<file path="config.mk">
export PLATFORM = sky130hd
export DESIGN_NAME = key_expander
export DESIGN_NICKNAME = d
export VERILOG_FILES = /design/src/rtl/key_expander.sv
export SDC_FILE = /design/constraint.sdc
export NUM_CORES = 2
export LEC_CHECK = 0
export BUFFER_PORTS_ARGS = -buffer_cell sky130_fd_sc_hd__buf_2
export CORE_AREA = 3 3 594 596
export CTS_CLUSTER_SIZE = 12
export DETAILED_ROUTE_END_ITERATION = 6
export DIE_AREA = 0 0 597 599
export HOLD_SLACK_MARGIN = 0.02
export PLACE_DENSITY = 0.4
export SETUP_SLACK_MARGIN = 0.1
export SKIP_CTS_REPAIR_TIMING = 1
export SYNTH_ARGS = -nofsm -noshare
export SYNTH_HDL_FRONTEND = slang
export SYNTH_SLANG_ARGS = --single-unit
</file>
<file path="constraint.sdc">
create_clock -name clk -period 7.4 [get_ports clk]
set_input_delay 1.48 -clock clk [delete_from_list [all_inputs] [get_ports clk]]
set_output_delay 1.48 -clock clk [all_outputs]
set_load 0.05 [all_outputs]
</file>
<file path="src/rtl/key_expander.sv">
// Iterative AES-128 key schedule: key is accepted in IDLE, then one round key
// per clock is written into its slot of expanded_key until round 10 is done.
module key_expander (
  input  logic            clk,
  input  logic            rst,
  input  logic            start,
  input  logic [127:0]    key,
  output logic            busy,
  output logic            done,
  output logic            key_valid,
  output logic [1407:0]   expanded_key
);

  typedef enum logic {
    IDLE,
    EXPAND
  } state_t;

  // FIPS-197 S-box, entry 0x00 in the MSBs.
  localparam logic [2047:0] SBOX_TBL = {
    128'h637c777bf26b6fc53001672bfed7ab76,
    128'hca82c97dfa5947f0add4a2af9ca472c0,
    128'hb7fd9326363ff7cc34a5e5f171d83115,
    128'h04c723c31896059a071280e2eb27b275,
    128'h09832c1a1b6e5aa0523bd6b329e32f84,
    128'h53d100ed20fcb15b6acbbe394a4c58cf,
    128'hd0efaafb434d338545f9027f503c9fa8,
    128'h51a3408f929d38f5bcb6da2110fff3d2,
    128'hcd0c13ec5f974417c4a77e3d645d1973,
    128'h60814fdc222a908846eeb814de5e0bdb,
    128'he0323a0a4906245cc2d3ac629195e479,
    128'he7c8376d8dd54ea96c56f4ea657aae08,
    128'hba78252e1ca6b4c6e8dd741f4bbd8b8a,
    128'h703eb5664803f60e613557b986c11d9e,
    128'he1f8981169d98e949b1e87e9ce5528df,
    128'h8ca1890dbfe6426841992d0fb054bb16
  };

  state_t        state;
  state_t        state_next;
  logic [3:0]    round_cnt;
  logic [7:0]    rcon;
  logic [127:0]  prev_key;
  logic [127:0]  round_key;
  logic [127:0]  slot [11];

  logic [31:0]   w3_rot;
  logic [31:0]   temp;
  logic [31:0]   w0_n;
  logic [31:0]   w1_n;
  logic [31:0]   w2_n;
  logic [31:0]   w3_n;

  // Byte x lives at bit offset 8*(255-x) = {~x, 3'b000}.
  function automatic logic [7:0] sbox(input logic [7:0] x);
    return SBOX_TBL[{~x, 3'b000} +: 8];
  endfunction

  function automatic logic [7:0] xtime(input logic [7:0] b);
    return {b[6:0], 1'b0} ^ (b[7] ? 8'h1b : 8'h00);
  endfunction

  // One FIPS-197 round of the key schedule from the previous round key.
  always_comb begin
    w3_rot    = {prev_key[23:0], prev_key[31:24]};
    temp      = {sbox(w3_rot[31:24]), sbox(w3_rot[23:16]),
                 sbox(w3_rot[15:8]),  sbox(w3_rot[7:0])} ^ {rcon, 24'h000000};
    w0_n      = prev_key[127:96] ^ temp;
    w1_n      = prev_key[95:64]  ^ w0_n;
    w2_n      = prev_key[63:32]  ^ w1_n;
    w3_n      = prev_key[31:0]   ^ w2_n;
    round_key = {w0_n, w1_n, w2_n, w3_n};
  end

  always_ff @(posedge clk) begin
    if (rst) begin
      state <= IDLE;
    end else begin
      state <= state_next;
    end
  end

  always_comb begin
    state_next = state;
    case (state)
      IDLE:    if (start) state_next = EXPAND;
      EXPAND:  if (round_cnt == 4'd10) state_next = IDLE;
      default: state_next = IDLE;
    endcase
  end

  always_comb begin
    busy         = (state == EXPAND);
    expanded_key = '0;
    for (int unsigned r = 0; r < 11; r++) begin
      expanded_key[(10 - r) * 128 +: 128] = slot[r];
    end
  end

  always_ff @(posedge clk) begin
    if (rst) begin
      for (int unsigned i = 0; i < 11; i++) slot[i] <= '0;
      prev_key  <= '0;
      round_cnt <= '0;
      rcon      <= 8'h01;
      done      <= 1'b0;
      key_valid <= 1'b0;
    end else begin
      done <= 1'b0;
      case (state)
        IDLE: begin
          if (start) begin
            slot[0] <= key;
            for (int unsigned i = 1; i < 11; i++) slot[i] <= '0;
            prev_key  <= key;
            round_cnt <= 4'd1;
            rcon      <= 8'h01;
            key_valid <= 1'b0;
          end
        end
        EXPAND: begin
          for (int unsigned i = 1; i < 11; i++) begin
            if (round_cnt == 4'(i)) slot[i] <= round_key;
          end
          prev_key  <= round_key;
          round_cnt <= round_cnt + 4'd1;
          rcon      <= xtime(rcon);
          if (round_cnt == 4'd10) begin
            round_cnt <= '0;
            key_valid <= 1'b1;
            done      <= 1'b1;
          end
        end
        default: ;
      endcase
    end
  end

endmodule

</file>
-- Word level (Yosys, flattened, before mapping)
Memory sizes are Yosys's and may differ from the RTL's.
Index checks and enable logic that the tools add are counted.
- multiply operators: 0
- bitwise operators: 32
- magnitude comparators: 0
- add/subtract/negate cells: 1
- divide/modulo/power cells: 0
- shift-type cells: 4
- reductions and logical operators: 1
- muxes and demuxes: 80
- equal/unequal tests: 12
- operators with widths (operator ; count):
    variable part select 2048 x 12 -> 8 bit (first input constant) ; 4
    two-way mux 128 bit ; 22
    case mux 128 bit (2 select lines) ; 1
    bitwise XOR 32 bit ; 5
    two-way mux 1 bit ; 49
    inverter 8 bit ; 4
    bitwise OR 1 bit ; 21
    == test 4 x 3 -> 1 bit (second input constant) ; 4
    case mux 8 bit (2 select lines) ; 1
    == test 4 bit (second input constant) ; 3
    == test 4 x 2 -> 1 bit (second input constant) ; 2
    two-way mux 4 bit ; 2
    two-way mux 8 bit ; 1
    case mux 4 bit (2 select lines) ; 1
    bitwise XOR 8 x 5 -> 8 bit ; 1
    two-way mux 5 bit ; 1
    adder 4 x 1 -> 4 bit (second input constant) ; 1
    == test 4 x 1 -> 1 bit (second input constant) ; 1
    case mux 1 bit (2 select lines) ; 2
    inequality test 2 x 1 -> 1 bit (second input constant) ; 1
    inequality test 2 bit (second input constant) ; 1
    AND reduction 2 bit ; 1
    inverter 1 bit ; 1
- logic and storage cells: 137
- memory bits (writable): 1408
- output and inout port bits: 1411
- register bits: 143
- memories: 1
- bits in read-only memories: 0
- latch bits: 0
- memories (name ; depth ; width ; read ports ; clocked after Yosys merged registers in ; wr ports ; RTL line ; text):
    slot ; 11 ; 128 ; 11 ; 0 ; 11 ; 45 ; logic [127:0] slot [11];

-- Logic depth before layout (Yosys ltp)
- word-level depth: 8
- mapped depth: 16

-- Worst setup path before layout
No wires, ideal clock.
- path kind: input to register
- start point: input port rst
- end point: memory slot[10][0] (enable)
- arrival: 7.356 ns
- stages on the path: 4
- slack: -0.573 ns
- path through: nor3_1 > clkbuf_1 > buf_1 > nor2_1
- RTL lines (what ; RTL line ; text):
    start, declared ; 5 ; input logic rst,
    end, declared ; 45 ;

==> results.txt <==
From synthesis to final layout, the design area changed by 28.3%. Across the run, the number of max-cap violations was 0. The core region is 349000 µm². Critical setup path kind: reg2reg. Setup repair after global routing left no endpoint under its margin.

The number of max-slew violations in the final report was 0; the maximum achievable frequency was 180 MHz. The worst hold path class was reg2reg. The run gives 114 as the number of distinct standard cells referenced by the synthesized netlist. The buffer type at the clock tree root was sky130_fd_sc_hd__clkbuf_16. Sequential elements use 61.7% of the synthesized area. For the worst-skew pair, the clock arrives at the later sink with an insertion delay of 900 ps.

The maximum number of buffers from clock root to sink is 4. Yosys instantiated no cell more often than sky130_fd_sc_hd__nor2_1. Via count of the first global-routing pass: 59400. Startpoint of the tightest hold check path: key_valid. In this run the cell area of the synthesized design comes to 73200 µm². The worst pin sits at a relative slew slack of 2.69%. The run gives 26.0% as the global router's overall resource usage. Leakage power: 38.2 nW. The pin count of the biggest net entering global routing was 129. The mean instance size in the synthesized netlist works out to 11.3 µm². The worst setup path is captured at a register. When the netlist entered floorplanning its net count stood at 6646.

The average vias per placed instance was 5.04. Summed over all instances, the cell type with the most area after synthesis is sky130_fd_sc_hd__edfxtp_1. The die is 599 µm tall. Power per unit of standard cell area: 543 nW/µm².

The share of Yosys cell area claimed by the top area cell type came out at 57.8%. The flow ran to the end, and the final reports show no timing, DRC or antenna violations. The tools report the total wire length after detailed routing as 488 mm. In this run the worst setup path begins at prev_key[1]. The worst path uses 75.1% of the clock period.

During synthesis, Yosys emitted a total of 0 warnings. The number of standard-cell rows in the floorplan was 217; the number of vias after detailed routing was 63600. In the final timing run, aggregate negative setup slack is 0 ps.

The worst register-to-register path begins at prev_key[1]. In this run the tool buffered the top-level ports with 1541 buffer cells. By area the synthesized netlist is led by sky130_fd_sc_hd__edfxtp_1 58%, sky130_fd_sc_hd__nor2_1 7.6%, sky130_fd_sc_hd__dfxtp_1 3.9%. The number of iterations in the first detailed-routing pass came out at 6.

The starting density of the core came out at 21.0%. Routability-driven placement finished with a final weighted congestion of 0.971. Clock skew on the completed layout was measured at 94.3 ps. TritonCTS built the clock tree. The cell count after synthesis came out at 6455. For the finished layout, the period the worst path requires is 5560 ps.

The count of final hold-check violations was 0. The worst hold path was traced through 2 stages. The highest ir drop seen on vdd is 0.448 mV, and the wire length of the first global-routing pass is 623 mm. The total power came out at 51.0 mW. Summed over all nets, the half-perimeter wirelength after detailed placement is 360 mm.

The run gives 0 as the total DRC errors in the routed layout. The actual transition at the worst max-transition pin came out at 1460 ps. The detail route stage leaves a number of antenna-violating nets equal to 0.

The CTS buffer count was 192. The main flop type after synthesis was sky130_fd_sc_hd__edfxtp_1. The floorplan step defined a die boundary enclosing 358000 µm². Starting DRC count in detailed routing: 7938.

At the end of the flow, the number of nets in the layout was 8029. The number of H-tree levels was 4; the clock-pin slew on the worst setup and hold paths was 60 ps. The floorplan step set the die width to 597 µm. After global routing the overflow that remains totals 0. Number of flops mapped to enable cells by yosys: 1408. Setup violations remaining at the end of the flow were counted as 0. The depth of the most critical reg-to-reg path came out at 11.

The commonest cells after synthesis are 1482 x sky130_fd_sc_hd__nor2_1, 1408 x sky130_fd_sc_hd__edfxtp_1, 431 x sky130_fd_sc_hd__clkbuf_1. After synthesis the netlist holds a flip-flop and latch count of 1551. The tools report the initial antenna violation count as 115.

The critical path arrival was 6090 ps. The largest fanout on the critical path came out at 18. In this run the count of I/O pins placed on the die edge is 1542. STA classifies the critical path startpoint as a register. Counting every sink on the clock net gives 1551. After synthesis, the share of flip-flops with an asynchronous set or reset is 0%. Dividing the detail-routed wire length by the instance count gives 38.6 µm. Across all register-to-register paths, the minimum setup slack is 1840 ps. The worst hold slack came out at 443 ps. Data on the critical path is required at its endpoint by 7930 ps.

In the final layout, the share of cells above drive strength 1 is 30.1%.
==> metal layers <==
metal	vias to the layer above	routed length [µm]	global-route usage [%]	part of all wire [%]
met1	32800	197000	33.3	40
met4	62	23400	10.7	4.8
met3	691	49600	8.39	10
li1	26300	-	-	-
met5	-	416	0.0134	0.085
met2	3835	218000	40.5	45
==> layout by cell type, fill, tap and decap left out, drive strengths merged, types with 33 or more instances in the layout <==
master and instances:
nor2b 137, xor2 56, or3 41, clkbuf 252, a211o 39, nand2 251, mux2 33, mux2i 47
and3 143, o211ai 74, a211oi 64, a311oi 39, and2 47, o21ai 260, a31oi 74, clkinv 82
mux4 33, a21oi 216, a21o 43, edfxtp 1408, xnor2 108, inv 72, nor3 136, diode 51
buf 1829, nand3 103, nor2 1494, ha 60, dfxtp 143, nand2b 99
==> critical path, stage by stage, from the launching register on <==
cell and delay (ps):
sky130_fd_sc_hd__dfxtp_2 320, sky130_fd_sc_hd__inv_1 210, sky130_fd_sc_hd__ha_1 990, sky130_fd_sc_hd__nor2b_1 720
sky130_fd_sc_hd__nor2_1 100, sky130_fd_sc_hd__mux4_2 500, sky130_fd_sc_hd__a211oi_1 260, sky130_fd_sc_hd__nor3_1 70
sky130_fd_sc_hd__a211o_1 420, sky130_fd_sc_hd__xor3_2 760, sky130_fd_sc_hd__xor2_2 810, sky130_fd_sc_hd__nor2_1 70
==> through the flow <==
stage / setup WS [ps] / utilization, % / cells / cell area (µm²)
5_1_grt: 1680 / 26.9 / 12600 / 93800
3_3_place_gp: 1900 / 25.1 / 12200 / 87600
3_5_place_dp: 1850 / 25.1 / 12200 / 87600
6_report: 1840 / 26.9 / 12600 / 93900
4_1_cts: 1890 / 26.9 / 12600 / 93800
2_1_floorplan: 1520 / - / 6455 / 73200
==> cell families (layout without fill, tap and decap cells) <==
kind of cell | Yosys count | after routing | synth area share, %
simple gates | 2600 | 2600 | 16.1
flops | 1551 | 1551 | 61.7
compound gates | 1226 | 1226 | 11.8
buf+inv | 720 | 2253 | 4.14
xor+xnor | 184 | 184 | 3.03
mux | 113 | 113 | 2.17
fa+ha+maj | 61 | 61 | 1.04
other cells | 0 | 51 | 0
==> flip-flops by register name (all words and copies together), names as in the netlist <==
| register | cells |
|---|---|
| rcon | 8 |
| key_valid | 1 |
| slot | 1408 |
| prev_key | 128 |
| done | 1 |
| busy | 1 |
| round_cnt | 4 |
==> report_power, final <==
| part | internal, mW | total [mW] | leakage [nW] | switching [mW] |
|---|---|---|---|---|
| sequential | 10.4 | 11.3 | 16.5 | 0.831 |
| clock | 5.49 | 9.50 | 3.03 | 4.01 |
| combinational | 6.48 | 30.2 | 18.6 | 23.7 |
==> worst paths after layout <==
check                     end
setup / recovery  slot[7][42]
hold / removal      key_valid
setup reg to reg  slot[7][42]
hold reg to reg     key_valid
==> cell type report <==
class | count | area, µm²
Antenna cell | 51 | 128
Clock buffer | 252 | 5250
Clock inverter | 92 | 940
Fill cell | 36900 | 255000
Inverter | 80 | 307
Multi-Input combinational cell | 4184 | 26100
Sequential cell | 1551 | 45200
Tap cell | 4599 | 5750
Timing Repair Buffer | 1829 | 10200
(Power assumes the default switching activity.)
